**config.mk**
```make
export PLATFORM = sky130hd
export DESIGN_NAME = h2c_line_unpacker_flat
export DESIGN_NICKNAME = d
export VERILOG_FILES = /design/src/rtl/h2c_line_unpacker_if.sv /design/src/rtl/h2c_line_unpacker.sv /design/src/flat_wrapper.sv
export SDC_FILE = /design/constraint.sdc
export NUM_CORES = 1
export LEC_CHECK = 0
export BUFFER_PORTS_ARGS = -buffer_cell sky130_fd_sc_hd__buf_2
export CAP_MARGIN = 25
export CORE_MARGIN = 5
export CORE_UTILIZATION = 48
export DETAILED_ROUTE_END_ITERATION = 10
export PLACE_DENSITY = 0.71
export SKIP_CTS_REPAIR_TIMING = 1
export SLEW_MARGIN = 0
export SYNTH_ARGS = -nofsm -noshare
export SYNTH_HDL_FRONTEND = slang
export SYNTH_SLANG_ARGS = --single-unit
```
**constraint.sdc**
```tcl
create_clock -name user_clk -period 4.15 [get_ports user_clk]
set_input_delay 0.415 -clock user_clk [delete_from_list [all_inputs] [get_ports user_clk]]
set_output_delay 0.415 -clock user_clk [all_outputs]
set_load 0.05 [all_outputs]
```
**src/rtl/h2c_line_unpacker_if.sv**
```systemverilog
// Stream bundle between the XDMA H2C channel and the line pipeline.
// The slave modport is the unpacker side (it sinks H2C, sources lines); master is the opposite end.
interface h2c_line_unpacker_if;
  logic [63:0] s_axis_h2c_tdata;
  logic [7:0]  s_axis_h2c_tkeep;
  logic        s_axis_h2c_tlast;
  logic        s_axis_h2c_tvalid;
  logic        s_axis_h2c_tready;
  logic [63:0] m_axis_line_tdata;
  logic [7:0]  m_axis_line_tkeep;
  logic        m_axis_line_tlast;
  logic        m_axis_line_tuser;
  logic [15:0] m_axis_line_id;
  logic        m_axis_line_tvalid;
  logic        m_axis_line_tready;

  modport slave (
    input  s_axis_h2c_tdata, s_axis_h2c_tkeep, s_axis_h2c_tlast, s_axis_h2c_tvalid,
    output s_axis_h2c_tready,
    output m_axis_line_tdata, m_axis_line_tkeep, m_axis_line_tlast, m_axis_line_tuser,
    output m_axis_line_id, m_axis_line_tvalid,
    input  m_axis_line_tready
  );

  modport master (
    output s_axis_h2c_tdata, s_axis_h2c_tkeep, s_axis_h2c_tlast, s_axis_h2c_tvalid,
    input  s_axis_h2c_tready,
    input  m_axis_line_tdata, m_axis_line_tkeep, m_axis_line_tlast, m_axis_line_tuser,
    input  m_axis_line_id, m_axis_line_tvalid,
    output m_axis_line_tready
  );
endinterface

```
**src/rtl/h2c_line_unpacker.sv**
```systemverilog
// Parses the one-beat line header of each H2C packet and forwards payload through a 2-entry skid buffer.
// Optional build macro H2C_TKEEP_CHECK_EN adds tkeep shape checking on payload beats.
module h2c_line_unpacker #(
  parameter int          C_DATA_WIDTH = 64,
  parameter int          MAX_BEATS    = 4096,
  parameter logic [15:0] HDR_MAGIC    = 16'hA55A
) (
  input  logic               user_clk,
  input  logic               user_rst,
  h2c_line_unpacker_if.slave bus,
  output logic [31:0]        line_count,
  output logic [15:0]        err_count,
  output logic               err_pulse
);

  typedef enum logic [1:0] {ST_HDR, ST_PAYLOAD, ST_DROP} state_t;

  typedef struct packed {
    logic [C_DATA_WIDTH-1:0] data;
    logic [7:0]              keep;
    logic                    last;
    logic                    user;
    logic [15:0]             id;
  } beat_t;

  state_t      state_q, state_d;
  logic [15:0] line_id_q, line_id_d;
  logic [12:0] len_m1_q, len_m1_d;
  logic [12:0] beat_cnt_q, beat_cnt_d;
  beat_t       out_q, out_d, skid_q, skid_d, fwd_beat;
  logic        out_valid_q, out_valid_d, skid_valid_q, skid_valid_d;
  logic [31:0] line_count_q, line_count_d;
  logic [15:0] err_count_q, err_count_d;
  logic        err_pulse_q, err_pulse_d;

  logic        s_ready, fwd_valid, err_event, line_done, at_last, pop, line_keep_err;
  logic [15:0] hdr_magic, hdr_id, hdr_len;
  logic        hdr_len_ok;

  assign hdr_magic  = bus.s_axis_h2c_tdata[15:0];
  assign hdr_id     = bus.s_axis_h2c_tdata[31:16];
  assign hdr_len    = bus.s_axis_h2c_tdata[47:32];
  assign hdr_len_ok = (hdr_len != 16'd0) && (int'(hdr_len) <= MAX_BEATS);
  assign at_last    = (beat_cnt_q == len_m1_q);
  assign pop        = out_valid_q && bus.m_axis_line_tready;

`ifdef H2C_TKEEP_CHECK_EN
  logic       keep_err_q, keep_err_d, keep_beat_bad;
  logic [7:0] keep_plus1;

  assign keep_plus1 = bus.s_axis_h2c_tkeep + 8'd1;

  // A line-ending beat needs keep of the form 0..01..1; every other beat must be full.
  always_comb begin
    keep_beat_bad = (bus.s_axis_h2c_tkeep != 8'hFF);
    if (bus.s_axis_h2c_tlast || at_last) begin
      keep_beat_bad = (bus.s_axis_h2c_tkeep == 8'd0) ||
                      ((bus.s_axis_h2c_tkeep & keep_plus1) != 8'd0);
    end
  end

  assign line_keep_err = keep_err_q || keep_beat_bad;

  always_comb begin
    keep_err_d = keep_err_q;
    if (state_q == ST_HDR) begin
      keep_err_d = 1'b0;
    end else if (fwd_valid) begin
      keep_err_d = line_keep_err;
    end
  end

  always_ff @(posedge user_clk) begin
    if (user_rst) keep_err_q <= 1'b0;
    else          keep_err_q <= keep_err_d;
  end
`else
  assign line_keep_err = 1'b0;
`endif

  always_comb begin
    state_d    = state_q;
    line_id_d  = line_id_q;
    len_m1_d   = len_m1_q;
    beat_cnt_d = beat_cnt_q;
    s_ready    = 1'b0;
    fwd_valid  = 1'b0;
    fwd_beat   = '0;
    err_event  = 1'b0;
    line_done  = 1'b0;
    unique case (state_q)
      ST_HDR: begin
        s_ready = 1'b1;
        if (bus.s_axis_h2c_tvalid) begin
          line_id_d  = hdr_id;
          len_m1_d   = 13'(hdr_len - 16'd1);
          beat_cnt_d = '0;
          if (bus.s_axis_h2c_tlast) begin
            err_event = 1'b1;
          end else if (hdr_magic == HDR_MAGIC && hdr_len_ok) begin
            state_d = ST_PAYLOAD;
          end else begin
            err_event = 1'b1;
            state_d   = ST_DROP;
          end
        end
      end
      ST_PAYLOAD: begin
        s_ready       = !skid_valid_q;
        fwd_beat.data = bus.s_axis_h2c_tdata;
        fwd_beat.keep = bus.s_axis_h2c_tkeep;
        fwd_beat.id   = line_id_q;
        fwd_beat.last = bus.s_axis_h2c_tlast || at_last;
        // Short or long lines are cut at the first of tlast / expected length and flagged.
        fwd_beat.user = fwd_beat.last &&
                        (!(bus.s_axis_h2c_tlast && at_last) || line_keep_err);
        if (s_ready && bus.s_axis_h2c_tvalid) begin
          fwd_valid  = 1'b1;
          beat_cnt_d = beat_cnt_q + 13'd1;
          if (fwd_beat.last) begin
            if (fwd_beat.user) err_event = 1'b1;
            else               line_done = 1'b1;
            state_d = bus.s_axis_h2c_tlast ? ST_HDR : ST_DROP;
          end
        end
      end
      ST_DROP: begin
        s_ready = 1'b1;
        if (bus.s_axis_h2c_tvalid && bus.s_axis_h2c_tlast) state_d = ST_HDR;
      end
      default: state_d = ST_HDR;
    endcase

    line_count_d = line_count_q + {31'd0, line_done};
    err_count_d  = err_count_q;
    if (err_event && err_count_q != 16'hFFFF) err_count_d = err_count_q + 16'd1;
    err_pulse_d  = err_event;
  end

  // Skid buffer: the skid entry only fills when the output register is stalled.
  always_comb begin
    out_d        = out_q;
    out_valid_d  = out_valid_q;
    skid_d       = skid_q;
    skid_valid_d = skid_valid_q;
    if (fwd_valid) begin
      if (!out_valid_q || pop) begin
        out_d       = fwd_beat;
        out_valid_d = 1'b1;
      end else begin
        skid_d       = fwd_beat;
        skid_valid_d = 1'b1;
      end
    end else if (pop) begin
      if (skid_valid_q) begin
        out_d        = skid_q;
        skid_valid_d = 1'b0;
      end else begin
        out_valid_d = 1'b0;
      end
    end
  end

  always_ff @(posedge user_clk) begin
    if (user_rst) begin
      state_q      <= ST_HDR;
      line_id_q    <= '0;
      len_m1_q     <= '0;
      beat_cnt_q   <= '0;
      out_q        <= '0;
      out_valid_q  <= 1'b0;
      skid_q       <= '0;
      skid_valid_q <= 1'b0;
      line_count_q <= '0;
      err_count_q  <= '0;
      err_pulse_q  <= 1'b0;
    end else begin
      state_q      <= state_d;
      line_id_q    <= line_id_d;
      len_m1_q     <= len_m1_d;
      beat_cnt_q   <= beat_cnt_d;
      out_q        <= out_d;
      out_valid_q  <= out_valid_d;
      skid_q       <= skid_d;
      skid_valid_q <= skid_valid_d;
      line_count_q <= line_count_d;
      err_count_q  <= err_count_d;
      err_pulse_q  <= err_pulse_d;
    end
  end

  assign bus.s_axis_h2c_tready  = s_ready && !user_rst;
  assign bus.m_axis_line_tdata  = out_q.data;
  assign bus.m_axis_line_tkeep  = out_q.keep;
  assign bus.m_axis_line_tlast  = out_q.last;
  assign bus.m_axis_line_tuser  = out_q.user;
  assign bus.m_axis_line_id     = out_q.id;
  assign bus.m_axis_line_tvalid = out_valid_q;
  assign line_count             = line_count_q;
  assign err_count              = err_count_q;
  assign err_pulse              = err_pulse_q;

endmodule
```
**src/flat_wrapper.sv**
```systemverilog
// flat-port wrapper written by rule: the top's interface ports become plain ports
module h2c_line_unpacker_flat 
#(
  parameter int          C_DATA_WIDTH = 64,
  parameter int          MAX_BEATS    = 4096,
  parameter logic [15:0] HDR_MAGIC    = 16'hA55A
)
  (user_clk, user_rst, line_count, err_count, err_pulse, bus_s_axis_h2c_tdata, bus_s_axis_h2c_tkeep, bus_s_axis_h2c_tlast, bus_s_axis_h2c_tvalid, bus_s_axis_h2c_tready, bus_m_axis_line_tdata, bus_m_axis_line_tkeep, bus_m_axis_line_tlast, bus_m_axis_line_tuser, bus_m_axis_line_id, bus_m_axis_line_tvalid, bus_m_axis_line_tready);
  h2c_line_unpacker_if bus_i ();
  input  logic user_clk;
  input  logic user_rst;
  output logic [31:0] line_count;
  output logic [15:0] err_count;
  output logic err_pulse;
  input wire logic [$bits(bus_i.s_axis_h2c_tdata)-1:0] bus_s_axis_h2c_tdata;
  input wire logic [$bits(bus_i.s_axis_h2c_tkeep)-1:0] bus_s_axis_h2c_tkeep;
  input wire logic [$bits(bus_i.s_axis_h2c_tlast)-1:0] bus_s_axis_h2c_tlast;
  input wire logic [$bits(bus_i.s_axis_h2c_tvalid)-1:0] bus_s_axis_h2c_tvalid;
  output wire logic [$bits(bus_i.s_axis_h2c_tready)-1:0] bus_s_axis_h2c_tready;
  output wire logic [$bits(bus_i.m_axis_line_tdata)-1:0] bus_m_axis_line_tdata;
  output wire logic [$bits(bus_i.m_axis_line_tkeep)-1:0] bus_m_axis_line_tkeep;
  output wire logic [$bits(bus_i.m_axis_line_tlast)-1:0] bus_m_axis_line_tlast;
  output wire logic [$bits(bus_i.m_axis_line_tuser)-1:0] bus_m_axis_line_tuser;
  output wire logic [$bits(bus_i.m_axis_line_id)-1:0] bus_m_axis_line_id;
  output wire logic [$bits(bus_i.m_axis_line_tvalid)-1:0] bus_m_axis_line_tvalid;
  input wire logic [$bits(bus_i.m_axis_line_tready)-1:0] bus_m_axis_line_tready;
  assign bus_i.s_axis_h2c_tdata = bus_s_axis_h2c_tdata;
  assign bus_i.s_axis_h2c_tkeep = bus_s_axis_h2c_tkeep;
  assign bus_i.s_axis_h2c_tlast = bus_s_axis_h2c_tlast;
  assign bus_i.s_axis_h2c_tvalid = bus_s_axis_h2c_tvalid;
  assign bus_s_axis_h2c_tready = bus_i.s_axis_h2c_tready;
  assign bus_m_axis_line_tdata = bus_i.m_axis_line_tdata;
  assign bus_m_axis_line_tkeep = bus_i.m_axis_line_tkeep;
  assign bus_m_axis_line_tlast = bus_i.m_axis_line_tlast;
  assign bus_m_axis_line_tuser = bus_i.m_axis_line_tuser;
  assign bus_m_axis_line_id = bus_i.m_axis_line_id;
  assign bus_m_axis_line_tvalid = bus_i.m_axis_line_tvalid;
  assign bus_i.m_axis_line_tready = bus_m_axis_line_tready;
  h2c_line_unpacker #(.C_DATA_WIDTH(C_DATA_WIDTH), .MAX_BEATS(MAX_BEATS), .HDR_MAGIC(HDR_MAGIC)) u_core (.user_clk(user_clk), .user_rst(user_rst), .bus(bus_i), .line_count(line_count), .err_count(err_count), .err_pulse(err_pulse));
endmodule
```
==> results of run 1 <==
[cell usage after synthesis, types with 12 or more instances]
cell      count
dfxtp_1     275
nor2_1      156
nand2_1     149
a21oi_1     147
nand3_1     113
a211oi_1    102
mux2i_1      89
clkbuf_1     88
xor2_1       24
xnor2_1      20
buf_2        16
nand4_1      16
o21ai_0      16
o31ai_1      12
[stage by stage]
| step | total power, uW | utilization [%] |
|---|---|---|
| finish | 5410 | 57.4 |
| global route | 5610 | 57.4 |
| CTS | 5460 | 57.4 |
| detailed placement | 2980 | 53.6 |
| global placement | 2970 | 53.6 |
| floorplan | 2870 | - |
[final timing paths]
| kind | startpoint | end | slack, ns | cells after the start |
|---|---|---|---|---|
| worst max-delay path | u_core.beat_cnt_q[7] | u_core.line_count[28] | 0.83 | 13 |
| worst min-delay path | bus_m_axis_line_tready | u_core.skid_valid_q | 0.1 | 2 |
| worst max register to register | u_core.beat_cnt_q[7] | u_core.line_count[28] | 0.83 | 13 |
| worst min register to register | u_core.skid_q[23] | u_core.skid_q[23] | 0.45 | 2 |
[cell type report]
cell class	instances	area (um2)
diodes	1	2.50
multi-input cells	965	5760
clock inverters	16	116
fillers	2180	10300
well taps	324	405
repair buffers	233	1240
flip-flops and latches	275	5510
inverters	11	41.3
clock buffers	37	806
[registers in the layout, summed over array words and instances, names as in the netlist]
name / cells
u_core.line_count: 32
u_core.bus.m_axis_line_id: 16
u_core.bus.m_axis_line_tuser: 1
u_core.bus.m_axis_line_tkeep: 8
u_core.bus.m_axis_line_tdata: 64
u_core.bus.m_axis_line_tlast: 1
u_core.bus.m_axis_line_tvalid: 1
u_core.line_id_q: 16
u_core.len_m1_q: 13
u_core.skid_q: 90
u_core.beat_cnt_q: 13
u_core.err_count: 16
u_core.err_pulse: 1
u_core.skid_valid_q: 1
u_core.state_q: 2
[cells by family after synthesis]
logic type,Yosys count
DFF,275
AOI/OAI and AO/OA,295
muxes,95
xor gates and xnor gates,44
and+or+nand+nor,523
buffers and inverters,122
adders and majority gates,8
[per-layer routing]
layer	global-route usage, %	wire length (um)
met5	0	27
met4	6.17	893
met2	37.2	14900
met1	26.2	13200
met3	4.74	1670
[power breakdown]
| part | switching (uW) | internal (uW) |
|---|---|---|
| Sequential | 19.7 | 2660 |
| Clock | 1060 | 1430 |
| Combinational | 157 | 76.6 |
==> reports/metrics.csv, run 1 <==
metric,value,unit
fp-row-count,57,
cp_cell_sequence,"xnor2_1, nand4_1, nor4_1, nand4_1, inv_1, ha_1, and2_1, ha_1, nand3_2, or3_4, or4_4, or3_1, a21oi_1",
final_cell_mix,"dfxtp_1, buf_2, nor2_1",
syn-mean-instance-area,8.59,um2
detail-route-antenna-nets,0,
portBuffers,217,
finalCritPeriodShare,79.9,%
hold_path_class,input pin to flop,
maxSlewViolCount,0,
synthSimpleGateAreaFrac,20.9,%
initial_utilization,48.4,%
io_pins,218,
synth_top_area_share,47.0,%
synth_fa_ha_area_share,0.855,%
synth_xor_area_share,3.29,%
synth_cells,1362,
detailed_place_hpwl,20.0,mm
start_kind,flop,
clockRootBuffer,clkbuf_16,
wl_per_cell,16.5,um
final_layout_size_suffix_gt1_share,20.0,%
vdd.ir_drop.worst,0.300,mV
finalSetupTns,0,ns
drcViolationCount,0,
die_x,166,um
synth_edf_count,0,
path_buf_inv,1,
ys_warn_count,0,
grt_pass1_vias,9904,
die_h,166,um
p_per_area,390,nW/um2
synth_compound_area_share,15.5,%
tightest_slew,1.07,ns
num_vias,10300,
synth.area.top_cells,"dfxtp_1, mux2i_1, a211oi_1",
yosys_register_bits,275,
crit_required,4.60,ns
via_per_inst,5.51,
hold_viol_final,0,
ys_seq_area_share,47.0,%
numCtsBuffers,29,
timing.final.crit_period,3.32,ns
cp-end-kind,flop,
path_class,flop to flop,
antenna_found_initial,3,
fmax,0.302,GHz
clk_pin_slew,0.06,ns
die-area,27600,um2
firstDrtPassIters,5,
max-cap-violations,0,
wirelength,30.7,mm
synthesis.area,11700,um2
grt_overflow,0,
yosys.area.top_type,dfxtp_1,
clock-sinks,275,
postPlaceCellArea,13000,um2
grt_pass1_wl,50.2,mm
synthArstFlopShare,0,%
slew_headroom,28.7,%
num-nets-final,1600,
synth_mux_area_share,8.19,%
rsz0062_at_grt,no,
layout_setup_ws,0.834,ns
cts_tree,built,
core,24200,um2
finalInstanceArea,13900,um2
critPathTopFamily,simple AND/OR/NAND/NOR gates,
cp.arrival,3.77,ns
syn_nets,1447,
dp_worst_setup_slack,0.852,ns
status,"finished, final reports clean",
finClkSkew,0.0136,ns
grt_usage,21.2,%
synthFlopType,dfxtp_1,
dp.cells,1808,
htreeDepth,1,
gp_congestion,0.806,
layout_commonest_cell,dfxtp_1,
synth_top_family_by_area,simple AND/OR/NAND/NOR gates,
finalSetupViolCount,0,
clk_latency,0.54,ns
fin_cells,1862,
critPathSlowestCell,or4_4,
path_max_fanout,11,
netlist-cell-type-count,54,
area_growth,18.6,%
drt-initial-drc-count,676,
whs,0.0992,ns
clock_path_buffers,3,
critPathMaxStageDelay,0.61,ns
grt_max_degree,130,
leakage,0.00496,uW
Power figures use the tool's default switching activity.
==> inputs of run 2 (changes only) <==
Clock period 4.15 ns to 3.3 ns, I/O delays scaled along.
==> run 2 against run 1 <==
Compared with the run above: combinational power rose by 31%; design area rose by 2.6%; non-clock buffer count rose by 10; critical path depth did not move; clock skew fell by 0.0023 ns; via count rose by 2.0%; first-iteration DRC count rose by 0.59%; routed wire length rose by 2.0%; highest routed layer unchanged; sequential cell count did not move; count of clock-buffer cells in the layout rose by 3; global-route usage barely moved; core utilization rose by 1.5 points.
==> reports/metrics.csv, run 2 (synthesized netlist as in run 1, its figures left out) <==
metric,value,unit
die_x,166,um
reg2reg_depth,13,
firstDrtPassIters,5,
rsz0062_at_grt,yes,
detail-route-antenna-nets,0,
tightest_slew,0.993,ns
detailed_place_hpwl,19.8,mm
numCtsBuffers,30,
cts_tree,built,
num-nets-final,1612,
slew_headroom,33.6,%
cp.arrival,3.62,ns
num_vias,10500,
leakage,0.00512,uW
final_layout_size_suffix_gt1_share,20.9,%
via_per_inst,5.58,
grt_overflow,0,
clk_pin_slew,0.06,ns
critPathTopFamily,simple AND/OR/NAND/NOR gates,
cp-endpoint,u_core.line_count[27],
fmax,0.316,GHz
cp-end-kind,flop,
maxSlewViolCount,0,
path_buf_inv,1,
final_cell_mix,"dfxtp_1, buf_2, nor2_1",
finClkSkew,0.0113,ns
cp_cell_sequence,"xnor2_1, nand4_1, nor4_2, nand4_1, inv_1, ha_1, and2_1, ha_2, nand3_2, or3_4, or4_4, or3_1, a21oi_1",
largest_reg_flops,90,
finalSetupViolCount,0,
regMostFlops,u_core.skid_q,
crit_required,3.76,ns
critPathMaxStageDelay,0.53,ns
grt_pass1_wl,50.2,mm
r2r_end,u_core.line_count[27],
initial_utilization,48.4,%
path_depth,13,
clockRootBuffer,clkbuf_16,
timing.final.crit_period,3.16,ns
drt-initial-drc-count,680,
p_per_area,515,nW/um2
finalCritPeriodShare,95.8,%
r2r_slack,0.14,ns
whs,0.0358,ns
rr_startpoint,u_core.beat_cnt_q[5],
htreeDepth,1,
critPathSlowestCell,or4_4,
layout_commonest_cell,dfxtp_1,
grt_usage,21.2,%
hold_viol_final,0,
fp-row-count,57,
cp_common_cell,nand4_1,
dp_worst_setup_slack,-0.0173,ns
path_class,flop to flop,
status,"finished, final reports clean",
fin_cells,1874,
clk_latency,0.55,ns
grt_pass1_vias,9716,
clock_path_buffers,3,
max-cap-violations,0,
dp.cells,1816,
core,24200,um2
path_max_fanout,6,
die_h,166,um
finalSetupTns,0,ns
portBuffers,217,
io_pins,218,
die-area,27600,um2
wirelength,31.3,mm
drcViolationCount,0,
wl_per_cell,16.7,um
hold_path_class,input pin to flop,
grt_max_degree,117,
startpoint,u_core.beat_cnt_q[5],
gp_congestion,0.821,
antenna_found_initial,5,
vdd.ir_drop.worst,0.385,mV
start_kind,flop,
clock-sinks,275,
area_growth,21.6,%
layout_setup_ws,0.140,ns
## run 2: how the worst min path moves through the flow
stage                                  start                  end  slack [ns]  cells past startpoint
finish                bus_m_axis_line_tready  u_core.skid_valid_q        0.04                      2
global route          bus_m_axis_line_tready  u_core.skid_valid_q        0.02                      2
global placement           u_core.skid_q[70]    u_core.skid_q[70]        0.44                      2
CTS                 bus_s_axis_h2c_tdata[32]   u_core.len_m1_q[0]        0.01                      2
floorplan           bus_s_axis_h2c_tdata[32]   u_core.len_m1_q[0]        0.43                      1
detailed placement         u_core.skid_q[15]    u_core.skid_q[15]        0.44                      2
## run 2: metal layers
metal	up-vias	part of all wire (%)	track usage, %
met5	-	0.13	0
met4	8	2.7	5.95
met3	63	6.2	5.05
met2	288	49	36.9
met1	4939	42	26.3
li1	5166	-	-
## run 2: final cells by class
class | instances | area (um2)
clock buffer | 40 | 860
fill | 2135 | 9940
clock inverter | 14 | 223
multi-input combinational | 966 | 5790
inverter | 11 | 41.3
tap | 324 | 405
sequential | 275 | 5510
timing repair buffer | 243 | 1400
antenna | 1 | 2.50
## run 2: power by group
part / internal, uW / switching (uW)
clock network: 2280 / 1360
registers: 3350 / 25.2
logic: 102 / 204
## run 2: metrics by stage
step                total power, uW  instance area, um2  util (%)
floorplan                      3610               11700         -
global placement               3740               13100      54.2
detailed placement             3750               13100      54.2
CTS                            7400               14200      58.7
global route                   7590               14200      58.9
finish                         7330               14200      58.9
